$ cat src/rtl/mem_pkg.sv
// Shared types and encodings for the memory pipeline stage.
package mem_pkg;

   // Access width / signedness encodings (bit 2 = zero-extend on loads)
   localparam logic [2:0] W_WORD  = 3'b000;
   localparam logic [2:0] W_HALF  = 3'b010;
   localparam logic [2:0] W_HALFU = 3'b110;
   localparam logic [2:0] W_BYTE  = 3'b011;
   localparam logic [2:0] W_BYTEU = 3'b111;

   // Writeback result select encodings
   localparam logic [2:0] RES_ALU    = 3'b000;
   localparam logic [2:0] RES_LOAD   = 3'b001;
   localparam logic [2:0] RES_PC4    = 3'b010;
   localparam logic [2:0] RES_IMM    = 3'b011;
   localparam logic [2:0] RES_TARGET = 3'b100;

   // Load/store unit states
   typedef enum logic [1:0] {
      IDLE  = 2'd0,
      WAIT  = 2'd1,
      DONE  = 2'd2,
      DRAIN = 2'd3
   } lsu_state_t;

   // Contents of the M pipeline register
   typedef struct packed {
      logic [31:0] alu_result;
      logic [31:0] write_data;
      logic [31:0] pc_target;
      logic [31:0] pc_plus4;
      logic [31:0] imm_ext;
      logic [4:0]  rd;
      logic        valid;
      logic [2:0]  width_src;
      logic [2:0]  result_src;
      logic        mem_write;
      logic        reg_write;
   } memory_signals_t;

endpackage

$ cat src/rtl/load_store_align.sv
// Combinational byte-lane steering: store byte enables and replicated write
// data, load lane selection with sign/zero extension, and misalignment check.
module load_store_align
   import mem_pkg::*;
(
   input  logic [1:0]  addr_lsb,
   input  logic [31:0] store_data,
   input  logic [31:0] read_data,
   input  logic [2:0]  width_src,
   input  logic        mem_write,
   output logic [3:0]  be,
   output logic [31:0] wdata,
   output logic [31:0] load_data,
   output logic        misalign
);

   logic        is_half;
   logic        is_byte;
   logic        is_unsigned;
   logic [7:0]  rd_byte [4];
   logic [7:0]  byte_lane;
   logic [15:0] half_lane;

   assign is_half     = (width_src[1:0] == 2'b10);
   assign is_byte     = (width_src[1:0] == 2'b11);
   assign is_unsigned = width_src[2];

   genvar gi;
   generate
      for (gi = 0; gi < 4; gi++) begin : g_lane
         assign rd_byte[gi] = read_data[8*gi +: 8];
      end
   endgenerate

   assign byte_lane = rd_byte[addr_lsb];
   assign half_lane = addr_lsb[1] ? read_data[31:16] : read_data[15:0];

   // Natural alignment check; unknown width codes are treated as word
   always_comb begin
      misalign = 1'b0;
      if (is_byte)      misalign = 1'b0;
      else if (is_half) misalign = addr_lsb[0];
      else              misalign = |addr_lsb;
   end

   // Store lane steering; loads always read the full word
   always_comb begin
      be    = 4'hF;
      wdata = store_data;
      if (mem_write && is_byte) begin
         be    = 4'b0001 << addr_lsb;
         wdata = {4{store_data[7:0]}};
      end else if (mem_write && is_half) begin
         be    = 4'b0011 << addr_lsb;
         wdata = {2{store_data[15:0]}};
      end
   end

   // Load lane selection and extension
   always_comb begin
      load_data = read_data;
      if (is_byte)
         load_data = is_unsigned ? {24'b0, byte_lane} : {{24{byte_lane[7]}}, byte_lane};
      else if (is_half)
         load_data = is_unsigned ? {16'b0, half_lane} : {{16{half_lane[15]}}, half_lane};
   end

endmodule

$ cat src/rtl/memory_stage.sv
// Memory pipeline stage: M register, load/store request FSM, forwarding value.
module memory_stage
   import mem_pkg::*;
#(
   parameter int MEM_LAT_MAX = 15
) (
   input  logic        clk_i,
   input  logic        reset_n_i,
   input  logic [31:0] alu_result_e_i,
   input  logic [31:0] write_data_e_i,
   input  logic [31:0] pc_target_e_i,
   input  logic [31:0] pc_plus4_e_i,
   input  logic [31:0] imm_ext_e_i,
   input  logic [4:0]  rd_e_i,
   input  logic        valid_e_i,
   input  logic [2:0]  width_src_e_i,
   input  logic [2:0]  result_src_e_i,
   input  logic        mem_write_e_i,
   input  logic        reg_write_e_i,
   input  logic        flush_m_i,
   input  logic        stall_m_i,
   input  logic        dmem_ack_i,
   input  logic [31:0] dmem_rdata_i,
   output logic        dmem_req_o,
   output logic        dmem_we_o,
   output logic [31:0] dmem_addr_o,
   output logic [31:0] dmem_wdata_o,
   output logic [3:0]  dmem_be_o,
   output logic [31:0] alu_result_m_o,
   output logic [31:0] pc_target_m_o,
   output logic [31:0] pc_plus4_m_o,
   output logic [31:0] imm_ext_m_o,
   output logic [31:0] load_data_m_o,
   output logic [31:0] forward_data_m_o,
   output logic [4:0]  rd_m_o,
   output logic [2:0]  result_src_m_o,
   output logic [2:0]  width_src_m_o,
   output logic        reg_write_m_o,
   output logic        valid_m_o,
   output logic        mem_busy_o,
   output logic        misalign_o,
   output logic        timeout_o
);

   localparam int CNT_W = $clog2(MEM_LAT_MAX + 1);
   localparam logic [CNT_W-1:0] CNT_MAX = CNT_W'(MEM_LAT_MAX);

   memory_signals_t  m_reg;
   memory_signals_t  e_sig;
   lsu_state_t       state_reg, state_next;
   logic [CNT_W-1:0] cnt_reg, cnt_next;
   logic [31:0]      buf_reg, buf_next;
   logic [31:0]      addr_hold_reg, wdata_hold_reg;
   logic [3:0]       be_hold_reg;
   logic             we_hold_reg;

   logic        capture, req, busy, timeout;
   logic        mem_op, pending, misalign_raw, misalign_flag, take_ack, in_idle;
   logic [31:0] addr_comb, wdata_comb, load_raw, load_ext;
   logic [3:0]  be_comb;

   // Bundle execute-stage inputs into the M register layout
   always_comb begin
      e_sig            = '0;
      e_sig.alu_result = alu_result_e_i;
      e_sig.write_data = write_data_e_i;
      e_sig.pc_target  = pc_target_e_i;
      e_sig.pc_plus4   = pc_plus4_e_i;
      e_sig.imm_ext    = imm_ext_e_i;
      e_sig.rd         = rd_e_i;
      e_sig.valid      = valid_e_i;
      e_sig.width_src  = width_src_e_i;
      e_sig.result_src = result_src_e_i;
      e_sig.mem_write  = mem_write_e_i;
      e_sig.reg_write  = reg_write_e_i;
   end

   // M register: flush beats stall
   always_ff @(posedge clk_i or negedge reset_n_i) begin
      if (!reset_n_i)      m_reg <= '0;
      else if (flush_m_i)  m_reg <= '0;
      else if (!stall_m_i) m_reg <= e_sig;
   end

   assign mem_op        = m_reg.valid & (m_reg.mem_write | (m_reg.result_src == RES_LOAD));
   assign misalign_flag = mem_op & misalign_raw;
   assign pending       = mem_op & ~misalign_raw;
   assign addr_comb     = {m_reg.alu_result[31:2], 2'b00};

   load_store_align u_align (
      .addr_lsb   (m_reg.alu_result[1:0]),
      .store_data (m_reg.write_data),
      .read_data  (load_raw),
      .width_src  (m_reg.width_src),
      .mem_write  (m_reg.mem_write),
      .be         (be_comb),
      .wdata      (wdata_comb),
      .load_data  (load_ext),
      .misalign   (misalign_raw)
   );

   // FSM next state, request and stall generation
   always_comb begin
      state_next = state_reg;
      cnt_next   = cnt_reg;
      buf_next   = buf_reg;
      req        = 1'b0;
      busy       = 1'b0;
      timeout    = 1'b0;
      capture    = 1'b0;
      case (state_reg)
         IDLE: begin
            if (pending) begin
               req = 1'b1;
               if (dmem_ack_i) begin
                  buf_next = dmem_rdata_i;
                  if (stall_m_i && !flush_m_i) state_next = DONE;
               end else begin
                  // Freeze the request so it survives a flush of the M register
                  busy       = 1'b1;
                  capture    = 1'b1;
                  cnt_next   = CNT_W'(1);
                  state_next = flush_m_i ? DRAIN : WAIT;
               end
            end
         end
         WAIT: begin
            req = 1'b1;
            if (dmem_ack_i) begin
               buf_next   = dmem_rdata_i;
               state_next = (stall_m_i && !flush_m_i) ? DONE : IDLE;
            end else begin
               busy = 1'b1;
               if (flush_m_i) begin
                  state_next = DRAIN;
               end else if (cnt_reg == CNT_MAX) begin
                  timeout    = 1'b1;
                  buf_next   = '0;
                  state_next = DONE;
               end else begin
                  cnt_next = cnt_reg + 1'b1;
               end
            end
         end
         DONE: begin
            if (!stall_m_i || flush_m_i) state_next = IDLE;
         end
         DRAIN: begin
            req = 1'b1;
            if (dmem_ack_i) state_next = IDLE;
            else            busy       = 1'b1;
         end
         default: state_next = IDLE;
      endcase
   end

   // FSM state, latency counter and load buffer
   always_ff @(posedge clk_i or negedge reset_n_i) begin
      if (!reset_n_i) begin
         state_reg <= IDLE;
         cnt_reg   <= '0;
         buf_reg   <= '0;
      end else begin
         state_reg <= state_next;
         cnt_reg   <= cnt_next;
         buf_reg   <= buf_next;
      end
   end

   // Request fields held stable while an access is outstanding
   always_ff @(posedge clk_i or negedge reset_n_i) begin
      if (!reset_n_i) begin
         addr_hold_reg  <= '0;
         wdata_hold_reg <= '0;
         be_hold_reg    <= '0;
         we_hold_reg    <= 1'b0;
      end else if (capture) begin
         addr_hold_reg  <= addr_comb;
         wdata_hold_reg <= wdata_comb;
         be_hold_reg    <= be_comb;
         we_hold_reg    <= m_reg.mem_write;
      end
   end

   assign in_idle  = (state_reg == IDLE);
   assign take_ack = req & dmem_ack_i & (state_reg != DRAIN);
   assign load_raw = take_ack ? dmem_rdata_i : buf_reg;

   assign dmem_req_o   = req;
   assign dmem_addr_o  = in_idle ? addr_comb : addr_hold_reg;
   assign dmem_wdata_o = in_idle ? wdata_comb : wdata_hold_reg;
   assign dmem_we_o    = req & (in_idle ? m_reg.mem_write : we_hold_reg);
   assign dmem_be_o    = req ? (in_idle ? be_comb : be_hold_reg) : 4'h0;

   // Forwarding value; loads forward the address, load-use is stalled upstream
   always_comb begin
      forward_data_m_o = m_reg.alu_result;
      case (m_reg.result_src)
         RES_PC4:    forward_data_m_o = m_reg.pc_plus4;
         RES_IMM:    forward_data_m_o = m_reg.imm_ext;
         RES_TARGET: forward_data_m_o = m_reg.pc_target;
         default:    forward_data_m_o = m_reg.alu_result;
      endcase
   end

   assign alu_result_m_o = m_reg.alu_result;
   assign pc_target_m_o  = m_reg.pc_target;
   assign pc_plus4_m_o   = m_reg.pc_plus4;
   assign imm_ext_m_o    = m_reg.imm_ext;
   assign load_data_m_o  = load_ext;
   assign rd_m_o         = m_reg.rd;
   assign result_src_m_o = m_reg.result_src;
   assign width_src_m_o  = m_reg.width_src;
   assign valid_m_o      = m_reg.valid;
   assign reg_write_m_o  = m_reg.reg_write & m_reg.valid & ~misalign_flag;
   assign mem_busy_o     = busy;
   assign misalign_o     = misalign_flag;
   assign timeout_o      = timeout;

endmodule

$ cat config.mk
export PLATFORM = sky130hd
export DESIGN_NAME = memory_stage
export DESIGN_NICKNAME = d
export VERILOG_FILES = /design/src/rtl/mem_pkg.sv /design/src/rtl/load_store_align.sv /design/src/rtl/memory_stage.sv
export SDC_FILE = /design/constraint.sdc
export NUM_CORES = 1
export LEC_CHECK = 0
export CELL_PAD_IN_SITES_DETAIL_PLACEMENT = 0
export CELL_PAD_IN_SITES_GLOBAL_PLACEMENT = 2
export CORE_ASPECT_RATIO = 1.25
export CORE_MARGIN = 2
export CORE_UTILIZATION = 26
export DETAILED_ROUTE_END_ITERATION = 16
export PLACE_DENSITY = 0.81
export SYNTH_ARGS = -nofsm -noshare
export SYNTH_HDL_FRONTEND = slang
export SYNTH_HIERARCHICAL = 1
export SYNTH_SLANG_ARGS = --single-unit
$ cat constraint.sdc
create_clock -name clk_i -period 4.7 [get_ports clk_i]
set_clock_uncertainty 0.15 [all_clocks]
set_input_delay 1.175 -clock clk_i [delete_from_list [all_inputs] [get_ports clk_i]]
set_output_delay 1.175 -clock clk_i [all_outputs]
set_load 0.05 [all_outputs]
==> impl_metrics.csv, run 1 <==
group,metric,value,unit
power,max-vdd-ir-drop,0.000207,V
layout,area_growth_syn_to_layout,44.1,%
sta,hold_viol_final,0,
global_routing,track_usage,0.190,
clocking,cts.sinks,279,
layout,fillers,5882,
sta,rsz0062_at_grt,"true",
place,dp_slack,-0.275,ns
sta,finalMaxSlewViolations,0,
route,viasPerCell,4.71,
floorplan,initial_core_util,0.262,
route,vias,12492,
logic_synthesis,synth_area,15600,sq um
logic_synthesis,yosys-top-cells-area,"dfrtp_1 45%, mux2i_1 14%, buf_4 7.3%, mux2_2 7.0%, nand2_1 5.7%",
floorplan,dieArea,62000,sq um
setup_path,worstPathRequired,3.38,ns
layout,final_util,0.378,
logic_synthesis,yosysWarnings,6,
route,drtIter0Drc,678,
layout,drive_above_1_share,0.221,
place,post_dp_cell_area,21000,sq um
clocking,numCtsBuffers,36,
clocking,cts_htree_levels,2,
sta,finalSetupTns,-0.117,ns
sta,tightest_slew,1.03,ns
setup_path,worstSetupStartpointType,"register",
global_routing,grt_antenna_before_repair,6,
place,gp_congestion,0.876,
run_status,outcome,"finished, violations left",
sta,period_share,1.01,
logic_synthesis,ys_types,50,
route,wl_per_cell,22.5,microns
layout,largest_reg_flops,34,
logic_synthesis,postSynthAreaPerCell,10.2,sq um
setup_path,setup.worst_path.class,"register to primary output",
layout,final_area,22500,sq um
setup_path,cp_max_fo,8,
floorplan,die_h,278,microns
floorplan,boundaryPins,489,
setup_path,crit_path_end_kind,"primary output",
logic_synthesis,async_reset_ff_frac,1.00,
layout,final_common_cell,"clkdlybuf4s50_1",
sta,setup_viol,10,
logic_synthesis,yosysTopAreaCell,"dfrtp_1",
route,drc,0,
route,antenna_left,0,
worst_hold_path,hp-class,"register to register",
route,drtPass1Iterations,5,
global_routing,grt_first_pass_wirelength,88.6,mm
clocking,clockRootBuffer,"clkbuf_16",
layout,nNetsFinal,2079,
layout,final_cell_mix,"384 x clkdlybuf4s50_1, 277 x dfrtp_1, 235 x nand2_1, 215 x mux2i_1, 203 x nor2_1",
clocking,clkTransAtPathRegs,0.07,ns
place,io_buffers,486,
run_status,violations,"negative setup slack",
logic_synthesis,synth_seq_area_share,0.448,
clocking,cts-hold-fix-buffers,0,
sta,max_slew_margin,0.313,
floorplan,coreArea,59400,sq um
place,dp.cells,2585,
power,p_total,9.13,mW
logic_synthesis,synth_edf_count,0,
power,total_leakage_power,10.4,nW
floorplan,placementRows,100,
place,dp_hpwl,42.6,mm
route,drt_wl_total,59.7,mm
logic_synthesis,synth.top_cell.area_share,0.448,
global_routing,grt_pass1_vias,13216,
clocking,clock_latency,0.54,ns
clocking,tritoncts,"built",
power,powerDensity,406,nW/um^2
sta,fin_ws,-0.0262,ns
sta,final.min_clock_period,4.73,ns
logic_synthesis,ys_ff_latch,279,
sta,hold_slack,0.345,ns
logic_synthesis,yosys_most_used_dff,"dfrtp_1",
global_routing,grt.overflow.total,0,
sta,fmax,212,MHz
job,maxCapViolations,0,
clocking,clock_path_buffers,3,
global_routing,grt_start_max_net_pins,101,
floorplan,die_w,223,microns
layout,finalNonFillerCells,2654,
logic_synthesis,synth_cells,1530,
setup_path,arrival,3.40,ns
[area by class of cell]
cell class | count | area (sq um) | area share
multi-input cells | 963 | 7270 | 0.324
flip-flops and latches | 279 | 6980 | 0.311
repair buffers | 549 | 5930 | 0.264
inverters | 34 | 128 | 0.00568
diodes | 1 | 2.50 | 0.000111
well taps | 765 | 957 | 0.0426
clock inverters | 13 | 130 | 0.00579
clock buffers | 50 | 1050 | 0.0470
[worst paths after layout]
kind	endpoint	start	cells after the start	slack (ns)
worst max-delay path	load_data_m_o[13]	result_src_m_o[1]	9	-0.03
worst min-delay path	buf_reg[1]	buf_reg[1]	1	0.35
worst max register to register	wdata_hold_reg[28]	result_src_m_o[1]	6	1.97
worst min register to register	buf_reg[1]	buf_reg[1]	1	0.35
max in group asynchronous	wdata_hold_reg[4]	reset_n_i	2	2.91
min in group asynchronous	imm_ext_m_o[24]	reset_n_i	1	0.52
[where the power goes]
part / switching [mW] / internal, mW
Sequential: 0.219 / 2.69
Combinational: 1.89 / 1.52
Clock: 1.13 / 1.68
[critical path: stages (launching register included)]
cell      delay (ns)
dfrtp_1         0.38
or3b_4          0.44
a211oi_4        0.35
o21ai_4         0.11
buf_12          0.15
mux2_4          0.31
mux4_2          0.51
nand4b_4        0.24
o221ai_2        0.16
buf_6           0.19
[timing repair]
action,CTS,global route
setup buffers,4,3
gates cloned,2,0
pin swaps,3,7
resized for setup,47,15
setup endpoints to repair,32,28
[cells in the mapped netlist (8+ instances only)]
cell type and n:
dfrtp_1 279, nand2_1 235, mux2i_1 215, nor2_1 211
buf_4 152, mux2_2 97, clkbuf_1 64, a22o_1 34
inv_1 34, o221a_2 21, buf_1 20, mux2_4 19
buf_2 15, o21ai_0 14, a221o_1 11, o22ai_2 10
a21oi_1 9, a22oi_1 9, mux4_2 9, o221ai_1 8
[metal layers]
layer / share of wire / global-route usage / routed length [microns]
met2: 0.49 / 0.323 / 29400
met4: 0.027 / 0.0594 / 1600
met3: 0.065 / 0.0495 / 3890
met5: 0.00045 / 0 / 27
met1: 0.41 / 0.235 / 24700
[cell families after synthesis]
kind of cell	Yosys count	synth area share
fa+ha+maj	5	0.00401
flops	279	0.448
compound gates	145	0.0806
buf+inv	289	0.109
other cells	1	0.000241
mux	340	0.239
simple gates	471	0.119
(Power assumes the default switching activity.)
==> inputs of run 2 (changes only) <==
Settings changed: ABC_AREA from default to 1, CORE_UTILIZATION 26 to 24, CTS_BUF_LIST from default to sky130_fd_sc_hd__clkbuf_4 sky130_fd_sc_hd__clkbuf_8, PLACE_DENSITY 0.81 to default, PLACE_DENSITY_LB_ADDON from default to 0.05.
==> run 2 against run 1 <==
Effect of this change: the flow now finishes without violations; setup slack improved by 0.24 ns; non-clock buffer count rose by 9; fmax rose by 5.4%; critical path type unchanged; largest power group unchanged; highest routed layer unchanged.
==> impl_metrics.csv, run 2 <==
group,metric,value,unit
run_status,outcome,"finished, final reports clean",
logic_synthesis,yosysWarnings,6,
place,gp_congestion,0.788,
setup_path,worstPathRequired,3.38,ns
layout,nNetsFinal,2654,
global_routing,grt_first_pass_wirelength,103,mm
layout,final_area,22500,sq um
logic_synthesis,synth_area,15600,sq um
sta,hold_viol_final,0,
sta,fmax,223,MHz
clocking,clockRootBuffer,"clkbuf_8",
setup_path,crit_buf_inv,4,
setup_path,crit_chain,"inv_2, nor2_4, nand2_2, buf_4, nand2_2, nand2_1, nand2_1, inv_1, a21oi_1, buf_12",
sta,max_slew_margin,0.289,
floorplan,die_h,289,microns
place,io_buffers,486,
floorplan,die_w,232,microns
logic_synthesis,synth_edf_count,0,
layout,drive_above_1_share,0.122,
global_routing,grt.overflow.total,0,
power,powerDensity,566,nW/um^2
sta,fin_ws,0.218,ns
global_routing,track_usage,0.207,
global_routing,grt_start_max_net_pins,176,
sta,period_share,0.954,
clocking,numCtsBuffers,56,
logic_synthesis,ys_types,35,
setup_path,cp_top_family,"simple AND/OR/NAND/NOR gates",
logic_synthesis,yosys-top-cells-area,"dfrtp_1 45%, nand2_1 11%, o21ai_0 7.7%, buf_4 7.4%, nor2_1 6.0%",
setup_path,critical_path.slowest_cell,"dfrtp_2",
layout,area_growth_syn_to_layout,44.3,%
setup_path,cp-startpoint,"width_src_m_o[1]",
sta,tightest_slew,1.07,ns
logic_synthesis,postSynthAreaPerCell,7.41,sq um
layout,final_cell_mix,"431 x nand2_1, 397 x clkdlybuf4s50_1, 277 x dfrtp_1, 245 x nor2_1, 241 x o21ai_0",
layout,final_common_cell,"nand2_1",
sta,finalMaxSlewViolations,0,
floorplan,coreArea,64300,sq um
clocking,clock_path_buffers,3,
place,post_dp_cell_area,21000,sq um
sta,rsz0062_at_grt,"false",
route,viasPerCell,4.54,
floorplan,placementRows,104,
setup_path,crit_path_end_kind,"primary output",
setup_path,worstSetupStartpointType,"register",
setup_path,arrival,3.16,ns
clocking,tritoncts,"built",
route,vias,15131,
clocking,cts.sinks,279,
clocking,clkTransAtPathRegs,0.06,ns
route,drt_wl_total,71.2,mm
worst_hold_path,hp-start,"buf_reg[8]",
logic_synthesis,async_reset_ff_frac,1.00,
route,wl_per_cell,21.4,microns
route,antenna_left,0,
route,drtIter0Drc,854,
sta,setup_viol,0,
logic_synthesis,synth_cells,2102,
power,total_leakage_power,10.5,nW
place,dp_hpwl,51.0,mm
setup_path,setup.worst_path.class,"register to primary output",
logic_synthesis,yosysTopAreaCell,"dfrtp_1",
floorplan,boundaryPins,489,
global_routing,grt_antenna_before_repair,8,
job,maxCapViolations,0,
logic_synthesis,yosys_most_used_dff,"dfrtp_1",
logic_synthesis,synth.most_common_cell,"nand2_1",
floorplan,dieArea,67000,sq um
route,drtPass1Iterations,5,
logic_synthesis,synth_seq_area_share,0.448,
setup_path,cp_max_fo,18,
clocking,clock_latency,0.65,ns
logic_synthesis,synth.top_cell.area_share,0.448,
sta,final.min_clock_period,4.48,ns
logic_synthesis,ys_ff_latch,279,
logic_synthesis,synthTopCellsByCount,"445 x nand2_1, 279 x dfrtp_1, 247 x nor2_1, 241 x o21ai_0, 184 x inv_1",
floorplan,initial_core_util,0.242,
layout,largest_reg_flops,34,
layout,finalNonFillerCells,3336,
global_routing,grt_pass1_vias,15291,
route,drc,0,
power,max-vdd-ir-drop,0.000198,V
setup_path,slowest_delay,0.49,ns
place,dp.cells,3220,
place,dp_slack,-0.103,ns
setup_path,r2r-start,"alu_result_m_o[1]",
clocking,cts_htree_levels,2,
worst_hold_path,hp-class,"register to register",
[run 2: area by class of cell]
| cell class | count | area, sq um |
|---|---|---|
| Tap cell | 848 | 1060 |
| Fill cell | 6881 | 41800 |
| Antenna cell | 7 | 17.5 |
| Sequential cell | 279 | 6980 |
| Clock inverter | 8 | 43.8 |
| Clock buffer | 93 | 1130 |
| Multi-Input combinational cell | 1350 | 6250 |
| Timing Repair Buffer | 558 | 6270 |
| Inverter | 193 | 734 |
[run 2: report_power, final]
group | total, mW | switching [mW] | internal (mW) | leakage (nW)
logic | 7.08 | 4.52 | 2.57 | 6.15
clock network | 2.66 | 1.16 | 1.50 | 0.638
registers | 2.97 | 0.221 | 2.75 | 3.67
total | 12.7 | 5.89 | 6.82 | 10.5
[run 2: timing repair]
| action | 4_1_cts | 5_1_grt |
|---|---|---|
| cloned | 0 | 4 |
| buffers inserted | 1 | 3 |
| setup endpoints to repair | 50 | 36 |
| gates resized for setup | 11 | 30 |
| pin swaps | 1 | 6 |
| hold buffers | 0 | 0 |
[run 2: per-stage QoR]
stage	hold WS (ns)	power (mW)	TNS (ns)	utilization
6_report	0.318	12.7	0	0.350
5_1_grt	0.333	13.5	0	0.350
4_1_cts	0.323	12.8	0	0.346
3_5_place_dp	0.310	10.1	-2.33	0.327
3_3_place_gp	0.303	10.1	-1.31	0.327
2_1_floorplan	0.292	7.10	0	-
[run 2: cell families after synthesis]
family / share of synthesized area
mux: 0.00321
buf+inv: 0.158
simple gates: 0.231
fa+ha+maj: 0.00402
flops: 0.448
compound gates: 0.155
other cells: 0.000241
xor+xnor: 0.000562
[run 2: per-layer routing]
metal  up-vias  routed length (microns)  global-route usage
li1       7279                        -                   -
met1      7259                    28100               0.245
met2       487                    35400               0.358
met3        98                     5910              0.0682
met4         8                     1770              0.0572
met5         -                       56                   0
[run 2: worst reg2reg max path: cells and delay by family, from the launching register on]
family	cells	cell delay, ns
simple gates	1	0.10
buf+inv	4	1.33
flops	1	0.39
compound gates	2	0.44
fa+ha+maj	1	0.21
[run 2: path summary, 6_finish.rpt]
| path | depth (start not counted) | slack [ns] | end |
|---|---|---|---|
| worst max-delay path | 10 | 0.22 | dmem_wdata_o[16] |
| worst min-delay path | 2 | 0.32 | buf_reg[8] |
| worst max register to register | 8 | 1.88 | wdata_hold_reg[3] |
| worst min register to register | 2 | 0.32 | buf_reg[8] |
| max in group asynchronous | 2 | 3.01 | wdata_hold_reg[22] |
| min in group asynchronous | 1 | 0.38 | buf_reg[22] |
==> inputs of run 3 (changes only) <==
Settings changed: CORE_UTILIZATION 24 to 26, HOLD_SLACK_MARGIN from default to 0.08, TNS_END_PERCENT from default to 30.
Clock period 4.7 ns to 4.2 ns, I/O delays scaled along.
==> run 3 against run 2 <==
Effect of this change: critical endpoint is now load_data_m_o[13]; final area increased by 1.5%; register-to-register slack worse by 0.55 ns; first-iteration DRC count down 7.1%; utilization is 3.4 points higher; sequential power grew 12%; clock-buffer cell count increased by 3; clock power grew 14%; routed wire length down 1.8%; critical path type is now input port to primary output.
==> impl_metrics.csv, run 3 (same netlist as run 2, synthesis figures left out) <==
group,metric,value,unit
route,drt_wl_total,70.0,mm
layout,final_common_cell,"nand2_1",
global_routing,grt_pass1_vias,15442,
route,drtIter0Drc,793,
setup_path,cp_max_fo,12,
clocking,clkTransAtPathRegs,0.06,ns
floorplan,placementRows,100,
floorplan,coreArea,59400,sq um
clocking,clockRootBuffer,"clkbuf_8",
clocking,clock_latency,0.64,ns
power,max-vdd-ir-drop,0.000324,V
route,drtPass1Iterations,5,
clocking,numCtsBuffers,55,
clocking,tritoncts,"built",
global_routing,grt_first_pass_wirelength,103,mm
power,p_comb_frac,0.560,
route,wl_per_cell,21.3,microns
power,powerDensity,634,nW/um^2
route,antenna_left,0,
setup_path,crit_path_end_kind,"primary output",
power,p_clk_frac,0.210,
layout,drive_above_1_share,0.166,
power,seqPwrFrac,0.230,
power,swShare,0.461,
sta,fin_ws,0.0276,ns
place,io_buffers,486,
layout,area_growth_syn_to_layout,46.5,%
route,viasPerCell,4.59,
sta,finalMaxSlewViolations,0,
sta,hold_viol_final,0,
clocking,cts_htree_levels,2,
sta,hold_slack,0.272,ns
sta,max_slew_margin,0.327,
sta,tightest_slew,1.01,ns
setup_path,setup.worst_path.class,"input port to primary output",
layout,largest_reg_flops,34,
layout,final_area,22800,sq um
floorplan,die_w,223,microns
clocking,clock_path_buffers,3,
place,dp_slack,-0.336,ns
power,p_switching,6.66,mW
global_routing,grt.overflow.total,0,
global_routing,grt_start_max_net_pins,177,
power,total_leakage_power,10.7,nW
global_routing,grt_antenna_before_repair,14,
layout,final_cell_mix,"401 x nand2_1, 361 x clkdlybuf4s50_1, 275 x dfrtp_1, 244 x nor2_1, 238 x o21ai_0",
route,drc,0,
job,maxCapViolations,0,
setup_path,worstSetupStartpointType,"input port",
sta,final.min_clock_period,4.17,ns
sta,fmax,240,MHz
place,dp_hpwl,50.0,mm
layout,fillers,6229,
sta,rsz0062_at_grt,"true",
route,vias,15072,
sta,setup_viol,0,
floorplan,die_h,278,microns
floorplan,boundaryPins,489,
setup_path,r2r_setup_slack,1.33,ns
setup_path,arrival,2.97,ns
place,gp_congestion,0.822,
global_routing,track_usage,0.221,
place,post_dp_cell_area,21000,sq um
sta,period_share,0.993,
power,p_int,7.81,mW
worst_hold_path,hp-class,"input port to async pin",
floorplan,initial_core_util,0.262,
clocking,cts.sinks,279,
floorplan,dieArea,61900,sq um
run_status,outcome,"finished, final reports clean",
setup_path,worstPathRequired,3.00,ns
layout,nNetsFinal,2686,
sta,finalSetupTns,0,ns
-- run 3: cell count changes in the layout (fill, tap and decap cells not counted), sizes merged --
| cell | before | now |
|---|---|---|
| clkdlybuf4s15 | 0 | 1 |
| inv | 193 | 190 |
| dlymetal6s2s | 6 | 5 |
| buf | 147 | 219 |
| clkbuf | 97 | 98 |
| clkdlybuf4s50 | 397 | 361 |
| dlygate4sd2 | 4 | 3 |
| clkinv | 8 | 5 |
| diode | 7 | 6 |
| clkinvlp | 0 | 1 |
-- run 3: cell type report --
| cell class | instances | area, sq um | share of cell area |
|---|---|---|---|
| flip-flops and latches | 279 | 6990 | 0.306 |
| repair buffers | 591 | 6480 | 0.284 |
| multi-input cells | 1350 | 6440 | 0.282 |
| clock buffers | 96 | 1170 | 0.0513 |
| well taps | 765 | 957 | 0.0419 |
| inverters | 193 | 739 | 0.0324 |
| clock inverters | 3 | 26.3 | 0.00115 |
| diodes | 6 | 15.0 | 0.000658 |
-- run 3: path summary, 6_finish.rpt --
check	from	endpoint	depth (start not counted)
worst max-delay path	dmem_ack_i	load_data_m_o[13]	16
worst min-delay path	reset_n_i	buf_reg[25]	1
worst max register to register	width_src_m_o[1]	wdata_hold_reg[28]	8
worst min register to register	buf_reg[20]	buf_reg[20]	2
max in group asynchronous	reset_n_i	width_src_m_o[1]	2
min in group clk_i	buf_reg[20]	buf_reg[20]	2
-- run 3: metal layers --
metal,global-route usage,wire length (microns),up-vias
met5,0,98,-
met4,0.0694,1760,14
met3,0.0699,5260,98
met2,0.377,34500,429
met1,0.265,28300,7186
li1,-,-,7345
-- run 3: worst max-delay path: stages --
cell and delay (ns):
clkdlybuf4s15_1 0.21, buf_6 0.14, nor2_2 0.14, o21a_1 0.19, nor2_4 0.06, buf_4 0.13
buf_6 0.12, buf_12 0.14, nand3_1 0.10, nand2_1 0.08, buf_4 0.14, inv_1 0.04
nand2_1 0.04, nand3_1 0.12, nand2_1 0.10, buf_12 0.16
-- run 3: through the flow --
stage,std cells,power [mW],utilization
finish,3283,14.5,0.384
CTS,3264,14.5,0.377
global placement,3156,11.2,0.354
floorplan,2103,7.94,-
global route,3283,15.3,0.384
detailed placement,3156,11.2,0.354
-- run 3: power by group through the flow --
stage	clock network, mW	logic, mW	registers (mW)
after global routing	3.28	8.63	3.38
after global placement	0	7.81	3.37
after CTS	3.15	7.99	3.33
after detailed placement	0	7.83	3.37
after floorplan	0	4.65	3.29
final	3.03	8.10	3.33
-- run 3: repair_timing --
action	4_1_cts	5_1_grt
gates cloned	1	3
resized for setup	33	80
buffers inserted	8	10
endpoints found under the hold margin	0	0
setup endpoints to repair	33	41
pin swaps	5	7
hold buffers	0	0
